$ cat src/rtl/spawn_sched_pkg.sv
// Shared types and constants for the obstacle spawn scheduler.
// Holds the FSM state encoding, LFSR taps/seed and the difficulty-ramp constants.
package spawn_sched_pkg;

   typedef enum logic [1:0] {
      ST_IDLE,
      ST_WAIT,
      ST_PICK,
      ST_FIRE
   } sched_state_t;

   localparam logic [15:0] LFSR_TAPS     = 16'hB400;
   localparam logic [15:0] DEF_SEED      = 16'hACE1;
   localparam logic [15:0] RAMP_INTERVAL = 16'd16;
   localparam logic [15:0] RAMP_FLOOR    = 16'd2;

   function automatic logic [15:0] lfsr_step(input logic [15:0] cur);
      return cur[0] ? ({1'b0, cur[15:1]} ^ LFSR_TAPS) : {1'b0, cur[15:1]};
   endfunction

   // Shrinks the minimum gap by one whenever the new spawn count lands on a ramp boundary.
   function automatic logic [15:0] ramp_next(input logic [15:0] cur_gap,
                                             input logic [15:0] new_count);
      if (((new_count % RAMP_INTERVAL) == 16'd0) && (cur_gap > RAMP_FLOOR)) begin
         return cur_gap - 16'd1;
      end
      return cur_gap;
   endfunction

endpackage

$ cat src/rtl/spawn_lfsr.sv
// 16-bit Galois LFSR, free-running every clock out of reset; a zero SEED is replaced by 1
// so the register can never lock up at zero.
module spawn_lfsr
   import spawn_sched_pkg::*;
#(
   parameter logic [15:0] SEED = DEF_SEED
) (
   input  logic        clk,
   input  logic        rst_n,
   output logic [15:0] lfsr_o
);

   localparam logic [15:0] SEED_SAFE = (SEED == 16'h0000) ? 16'h0001 : SEED;

   logic [15:0] lfsr_q;
   logic [15:0] lfsr_d;

   assign lfsr_d = lfsr_step(lfsr_q);

   always_ff @(posedge clk or negedge rst_n) begin
      if (!rst_n) begin
         lfsr_q <= SEED_SAFE;
      end else begin
         lfsr_q <= lfsr_d;
      end
   end

   assign lfsr_o = lfsr_q;

endmodule

$ cat src/rtl/spawn_scheduler.sv
// Obstacle spawn scheduler: frame-counted gap with LFSR extension, random-start lane search, one-hot spawn pulse.
// Define SPAWN_SCHEDULER_RAMP_EN to compile in the difficulty ramp that shrinks the base gap every 16 spawns.
module spawn_scheduler
   import spawn_sched_pkg::*;
#(
   parameter int          LANES   = 3,
   parameter int          MIN_GAP = 8,
   parameter int          RAND_W  = 4,
   parameter logic [15:0] SEED    = DEF_SEED,
   localparam int         SEL_W   = (LANES > 1) ? $clog2(LANES) : 1
) (
   input  logic             clk,
   input  logic             rst_n,
   input  logic             frame_tick,
   input  logic             run,
   input  logic [LANES-1:0] lane_active,
   output logic [LANES-1:0] spawn_en,
   output logic [SEL_W-1:0] lane_sel,
   output logic [15:0]      spawn_count
);

   logic [15:0]        lfsr;
   sched_state_t       state_q;
   logic [15:0]        gap_q;
   logic [15:0]        spawn_cnt_q;
   logic [15:0]        spawn_cnt_d;
   logic [LANES-1:0]   spawn_en_q;
   logic [LANES-1:0]   recent_q;
   logic [SEL_W-1:0]   lane_sel_q;
   logic [15:0]        gap_base;
   logic [15:0]        gap_load;
   logic [LANES-1:0]   busy;
   logic [7:0]         start_lane;
   logic [2*LANES-1:0] busy_rot;
   logic [3:0]         lane_sum;
   logic [SEL_W-1:0]   lane_pick;
   logic [LANES-1:0]   pick_onehot;
   logic               lane_found;
   logic               fire_go;
   logic               unused_bits;

   spawn_lfsr #(.SEED(SEED)) u_lfsr (
      .clk    (clk),
      .rst_n  (rst_n),
      .lfsr_o (lfsr)
   );

`ifdef SPAWN_SCHEDULER_RAMP_EN
   logic [15:0] min_gap_q;

   always_ff @(posedge clk or negedge rst_n) begin
      if (!rst_n) begin
         min_gap_q <= 16'(MIN_GAP);
      end else if (fire_go && (spawn_cnt_q != 16'hFFFF)) begin
         min_gap_q <= ramp_next(min_gap_q, spawn_cnt_d);
      end
   end

   assign gap_base = min_gap_q;
`else
   assign gap_base = 16'(MIN_GAP);
`endif

   assign gap_load = gap_base + 16'(lfsr[RAND_W-1:0]);

   // Rotate the doubled busy vector so bit 0 is the start lane; the first clear bit is the winner.
   always_comb begin
      busy       = lane_active | recent_q;
      start_lane = lfsr[7:0] % 8'(LANES);
      busy_rot   = {busy, busy} >> start_lane;
      lane_found = 1'b0;
      lane_sum   = 4'd0;
      for (int p = 0; p < LANES; p++) begin
         if (!lane_found && !busy_rot[p]) begin
            lane_found = 1'b1;
            lane_sum   = 4'(start_lane) + 4'(p);
         end
      end
      if (lane_sum >= 4'(LANES)) begin
         lane_sum = lane_sum - 4'(LANES);
      end
      lane_pick   = SEL_W'(lane_sum);
      pick_onehot = LANES'(1) << lane_pick;
   end

   assign fire_go     = run && (state_q == ST_PICK) && lane_found;
   assign spawn_cnt_d = !fire_go ? spawn_cnt_q :
                        (spawn_cnt_q == 16'hFFFF) ? spawn_cnt_q : spawn_cnt_q + 16'd1;

   always_ff @(posedge clk or negedge rst_n) begin
      if (!rst_n) begin
         state_q     <= ST_IDLE;
         gap_q       <= 16'd0;
         spawn_en_q  <= '0;
         recent_q    <= '0;
         lane_sel_q  <= '0;
         spawn_cnt_q <= 16'd0;
      end else begin
         spawn_en_q  <= '0;
         recent_q    <= '0;
         spawn_cnt_q <= spawn_cnt_d;
         if (!run) begin
            state_q <= ST_IDLE;
         end else begin
            case (state_q)
               ST_IDLE: begin
                  gap_q   <= gap_load;
                  state_q <= ST_WAIT;
               end
               ST_WAIT: begin
                  if (frame_tick) begin
                     if (gap_q <= 16'd1) begin
                        state_q <= ST_PICK;
                     end else begin
                        gap_q <= gap_q - 16'd1;
                     end
                  end
               end
               ST_PICK: begin
                  if (lane_found) begin
                     state_q    <= ST_FIRE;
                     lane_sel_q <= lane_pick;
                     spawn_en_q <= pick_onehot;
                     // Blocks the chosen lane until its animator's active flag catches up.
                     recent_q   <= pick_onehot;
                  end else begin
                     gap_q   <= 16'd1;
                     state_q <= ST_WAIT;
                  end
               end
               ST_FIRE: begin
                  gap_q   <= gap_load;
                  state_q <= ST_WAIT;
               end
               default: state_q <= ST_IDLE;
            endcase
         end
      end
   end

   assign unused_bits = ^{lfsr[15:8], busy_rot[2*LANES-1:LANES]};

   assign spawn_en    = spawn_en_q;
   assign lane_sel    = lane_sel_q;
   assign spawn_count = spawn_cnt_q;

endmodule

$ cat config.mk
export PLATFORM = sky130hd
export DESIGN_NAME = spawn_scheduler
export DESIGN_NICKNAME = d
export VERILOG_FILES = /design/src/rtl/spawn_sched_pkg.sv /design/src/rtl/spawn_lfsr.sv /design/src/rtl/spawn_scheduler.sv
export SDC_FILE = /design/constraint.sdc
export NUM_CORES = 1
export LEC_CHECK = 0
export ABC_CLOCK_PERIOD_IN_PS = 6700
export CAP_MARGIN = 20
export CORE_AREA = 2 2 82 84
export DETAILED_ROUTE_END_ITERATION = 12
export DIE_AREA = 0 0 84 86
export PLACE_DENSITY = 0.87
export REMOVE_ABC_BUFFERS = 1
export SYNTH_ARGS = -nofsm -noshare
export SYNTH_HDL_FRONTEND = slang
export SYNTH_SLANG_ARGS = --single-unit
$ cat constraint.sdc
create_clock -name clk -period 6.7 [get_ports clk]
set_clock_uncertainty 0.2 [all_clocks]
set_input_delay 0.67 -clock clk [delete_from_list [all_inputs] [get_ports clk]]
set_output_delay 0.67 -clock clk [all_outputs]
set_load 0.1 [all_outputs]
### After elaboration in Yosys (flattened, before gate mapping)

Cells that the tools add are included.

| word-level totals | value |
|---|---|
| register bits | 55 |
| bits in latches | 0 |
| bits in writable memories | 0 |
| memory bits (read-only) | 0 |
| bits of input ports | 7 |
| output and inout port bits | 21 |
| logic and storage cells | 62 |
| memories | 0 |

| operators by class | value |
|---|---|
| add/subtract/negate cells | 6 |
| multipliers | 0 |
| divide/modulo/power cells | 1 |
| magnitude comparators | 2 |
| equal/unequal tests | 9 |
| shift operators | 2 |
| muxes and demuxes | 20 |
| bitwise logic cells | 3 |
| reduce and logical (&&, ||, !) cells | 13 |

Operators with widths:

| operator | number |
|---|---|
| $mux 16 | 4 |
| $pmux 16 s3 | 1 |
| $add 16x1->16 const B | 1 |
| $eq 16x16->1 const B | 1 |
| $le 16x1->1 const B | 1 |
| $sub 16x1->16 const B | 1 |
| $mux 4 | 3 |
| $mux 2 | 5 |
| $mux 3 | 3 |
| $mod 8x2->8 const B | 1 |
| $shr 6x8->3 | 1 |
| $ne 2x2->1 const B | 3 |
| $ne 3x3->1 const B | 2 |
| $pmux 2 s3 | 1 |
| $add 4x4->5 const A | 1 |
| $add 4x1->4 const B | 1 |
| $add 4x2->4 const B | 1 |
| $eq 2x2->1 const B | 2 |
| $ge 4x2->1 const B | 1 |
| $logic_and 1x1->1 | 4 |
| $not 3->4 | 1 |
| $reduce_and 2->1 | 2 |
| $reduce_and 4->1 | 1 |
| $logic_not 1->1 | 3 |
| other kinds (9) | 11 |

### Logic depth before layout (Yosys ltp)

| logic depth | value |
|---|---|
| word-level depth | 14 |
| gate-level depth with buffers | 24 |
| depth with buffers taken out | 22 |

### By module

A second synthesis with hierarchy kept.

| unflattened totals | value |
|---|---|
| cell total of the unflattened synthesis | 388 |
| area total of the unflattened synthesis | 3,628.5 µm² |

Modules (own cells, without submodules):

| module | instances | cells each | area each (µm²) |
|---|---|---|---|
| spawn_scheduler | 1 | 356 | 3,094.2 |
| spawn_lfsr | 1 | 32 | 534.3 |

### Worst setup path after synthesis

OpenSTA, ideal clock, no wires.

| timing path | value |
|---|---|
| path kind | register to register |
| start point | register u_lfsr.lfsr_q[6] (netlist: u_lfsr.lfsr_o[6]) |
| end point | register lane_sel_q[0] (netlist: lane_sel[0]) |
| data arrival time | 5.443 ns |
| required time | 6.413 ns |
| path slack | 0.971 ns |
| cell stages (with the launch flop) | 24 |
| buffers on the path | 2 |
| clock period less this slack | 5.729 ns |
| cell sequence | dfstp_2 -> buf_2 -> xor2_1 -> o211ai_1 -> a22o_1 -> nor2_2 -> inv_1 -> ha_1 -> nor3_4 -> nand3_1 -> o21ai_0 -> ha_1 -> inv_1 -> a32oi_2 -> buf_2 -> o21ai_1 -> and2_1 -> or4_1 -> and2_1 -> o31a_1 -> ha_1 -> a311o_1 -> or4b_1 -> o211ai_1 |

| on the way | value |
|---|---|
| word-level cells in the longest chain between the ends | 10 |
| elaborated cells on any way between the ends | 19 |
| those cells by class | 3 x add/sub; 1 x div; 1 x order compare; 1 x shift; 7 x mux; 6 x reduce/logical |

RTL lines:

| item | line | RTL |
|---|---|---|
| start, declared | spawn_lfsr.sv:15 | `logic [15:0] lfsr_q;` |
| start signal, assigned | spawn_lfsr.sv:24 | `lfsr_q <= lfsr_d;` |
| $mod 8x2->8 * | spawn_scheduler.sv:69 | `start_lane = lfsr[7:0] % 8'(LANES);` |
| $shr 6x8->3 | spawn_scheduler.sv:70 | `busy_rot = {busy, busy} >> start_lane;` |
| $logic_not 1->1 | spawn_scheduler.sv:74 | `if (!lane_found && !busy_rot[p]) begin` |
| $logic_and 1x1->1 | spawn_scheduler.sv:74 |  |
| $mux 1 | spawn_scheduler.sv:74 |  |
| $logic_not 1->1 | spawn_scheduler.sv:74 |  |
| $logic_and 1x1->1 | spawn_scheduler.sv:74 |  |
| $mux 4 | spawn_scheduler.sv:74 |  |
| $ge 4x2->1 or $sub 2x2->2 (tied branches) | spawn_scheduler.sv:79, spawn_scheduler.sv:80 |  |
| $mux 2 | spawn_scheduler.sv:79 | `if (lane_sum >= 4'(LANES)) begin` |
| end signal, assigned | spawn_scheduler.sv:122 | `lane_sel_q <= lane_pick;` |
| end, declared | spawn_scheduler.sv:29 | `logic [SEL_W-1:0] lane_sel_q;` |

Mark *: on every way between the ends. The rest lies on a longest branch, timed or not.
A chain may end at the register's enable or synchronous reset.

### Worst setup path in the final report

| timing path | value |
|---|---|
| start point | register u_lfsr.lfsr_q[7] (netlist: u_lfsr.lfsr_o[7]) |
| end point | register lane_sel_q[0] (netlist: lane_sel[0]) |

Same word-level chain as after synthesis.

==> metrics.txt <==
multi-input logic area=2100 um^2; GR Util met1=30.0%; Initial Util=57.7%; Pins Over Slew Limit=0; routability cong.=0.875; required time worst endpoint=6.73 ns; crit path kind=reg -> reg; Tmin final=6.31 ns; antenna violations before repair=0; via/cell ratio=6.34; CTS tree=yes; flops & latches, synth=55; clock buffer count from CTS=5; largest area contributor in the netlist=dfrtp_1; I/O pin count=28; status=finished clean; GR peak layer=met2; # rows=29; clk_lat worst skew=0.31 ns; Die Y=86 um; largest net degree at the start of global routing=56; wire per inst=16.2 um; GR Util All Layers=22.1%; Power Total=0.00105 W; clock transition at the registers of the reported paths=0.10 ns; ANT nets after route=0; DP Wirelength=5.46 mm; first-pass GRT wire length=13.2 mm; # fillers=504; Seq/Total Area, Yosys=38.3%; final setup violation count=0; Die X=84 um; first-pass iteration count of the detailed router=5; starting DRC count in detailed routing=203; placed cells=475; Synth top area share=32.5%; Synth Cell Area=3620 um^2; Clock Tree Root=clkbuf_8; die area=7220 um^2; synthesized area per cell=9.45 um^2; Final Cycle Share=94.2%; Layout area overhead=11.9%; DRT Wirelength=7.83 mm; Area contributors post-synth=dfrtp_1, dfstp_2, xor2_1, ha_1, a21oi_1; Top FF cell, synth=dfrtp_1; max-cap viol count=0; layout cell share with drive strength beyond 1=9.61%; Setup Fix Bufs, Post-CTS=0; Min-Delay Path Depth=0; Syn Inst Count=383; htree depth=2; Pwr per Cell Area=260 nW/um^2; via count=3064; CP Capture Type=register; sequential cell area=1390 um^2; Worst R2R Path Depth=21; Max Buffers Root-to-Sink=2; WP data arrival=6.34 ns; Worst-Margin Slew=0.994 ns; CP max FO=13; Antenna Cells=0; Pleak=1.76 nW; clock sink total=55; CTS resizes=0; Achievable Freq=158 MHz; drt drc=0; Worst slew margin=33.5%; warnings from Yosys=0; Post-synth EDFFs=0; post-synthesis async set-or-reset flop share=100%; vias in the first global route=2860; worst min-delay path category=reg -> reg; commonest non-fill, non-tap cell in the layout=dfrtp_1; commonest cells after routing, fill and taps aside=dfrtp_1, clkdlybuf4s50_1, a21oi_1, o21ai_0, inv_1; Cell Count, Final, Fillers Out=483; Final Hold Viols=0; core footprint=6280 um^2; M3 GR Usage=3.95%; Synth cell types=78; Hold-fix buffers, CTS=0; maximum VDD drop=294 uV; Final nets=422; crit path launch type=register; routing usage on met2=36.6%; number of port buffers=27; gr ovfl total=0
-- cells by family (layout without fill, tap and decap cells) --
kind of cell / Yosys count / in the layout / synth area share, %
simple gates: 135 / 135 / 22.2
compound gates: 122 / 122 / 24.5
flops: 55 / 55 / 38.3
buf+inv: 33 / 56 / 4.04
xor+xnor: 22 / 22 / 5.32
fa+ha+maj: 10 / 10 / 3.46
mux: 6 / 6 / 2.21
-- worst paths after layout --
path | from | end | slack (ns)
setup / recovery | u_lfsr.lfsr_o[7] | lane_sel[0] | 0.39
min in group asynchronous | rst_n | u_lfsr.lfsr_o[4] | 0.26
max in group asynchronous | rst_n | u_lfsr.lfsr_o[8] | 5.56
hold / removal | u_lfsr.lfsr_o[12] | u_lfsr.lfsr_o[11] | 0.15
hold reg to reg | u_lfsr.lfsr_o[12] | u_lfsr.lfsr_o[11] | 0.15
setup reg to reg | u_lfsr.lfsr_o[7] | lane_sel[0] | 0.39
-- stage by stage --
stage | hold slack [ns] | setup TNS (ns) | area (um^2) | setup WS [ns] | utilization [%]
after global placement | 0.136 | 0 | 3920 | 0.570 | 62.5
after detailed placement | 0.136 | 0 | 3920 | 0.298 | 62.5
after CTS | 0.159 | 0 | 4030 | 0.261 | 64.3
after global routing | 0.167 | -0.0132 | 4050 | -0.0132 | 64.5
final | 0.152 | 0 | 4050 | 0.390 | 64.5
after floorplan | 0.131 | 0 | 3550 | 0.904 | -
-- per-layer routing --
layer | wire, um | vias to the layer above | part of all wire, %
met3 | 268 | 6 | 3.4
met5 | 0 | - | 0
li1 | - | 1515 | -
met4 | 78 | 0 | 1.0
met2 | 3860 | 56 | 49
met1 | 3620 | 1487 | 46
-- area by class of cell --
cell class	count	area share [%]
Tap cell	77	2.38
Clock inverter	2	0.957
Timing Repair Buffer	29	6.92
Sequential cell	55	34.2
Inverter	19	1.76
Multi-Input combinational cell	295	51.9
Clock buffer	6	1.79
-- cell usage after synthesis (6+ instances only) --
library cell  count
and3_1            8
nand3b_1          6
a21oi_1          20
dfstp_2           8
xor2_1           17
o21ai_0          20
or4_1            10
a31oi_1           8
clkbuf_1          7
dfrtp_1          47
o211ai_1          6
ha_1             10
or3_1            16
nand2_1          15
inv_1            19
o31ai_1           7
nand3_1          12
nor3_1           14
nor2_1           18
-- sequential cells by signal, summed over array words and instances (netlist names) --
name,cells
gap_q,16
spawn_count,16
u_lfsr.lfsr_o,16
recent_q,3
lane_sel,2
state_q,2
-- power breakdown --
part / leakage, nW / switching [W] / internal [W] / total [W]
Combinational: 0.993 / 0.000256 / 0.000123 / 0.000379
Sequential: 0.708 / 0.0000590 / 0.000393 / 0.000452
Clock: 0.0558 / 0.000109 / 0.000113 / 0.000222
Total: 1.76 / 0.000424 / 0.000629 / 0.00105
-- critical path: stages, from the launching register on --
cell and delay (ns):
dfstp_2 0.67, xor2_1 0.20, o211ai_1 0.10, a22o_1 0.31, nor2_4 0.23, inv_1 0.07, ha_1 0.34, nor3_4 0.39
nand3_1 0.13, o21ai_0 0.11, ha_1 0.29, inv_1 0.12, a32oi_4 0.33, o21ai_1 0.14, and2_1 0.21, or4_1 0.61
and2_1 0.25, o31a_1 0.38, ha_1 0.22, a311o_1 0.34, or4b_1 0.49, o211ai_1 0.09
Power figures use the tool's default switching activity.
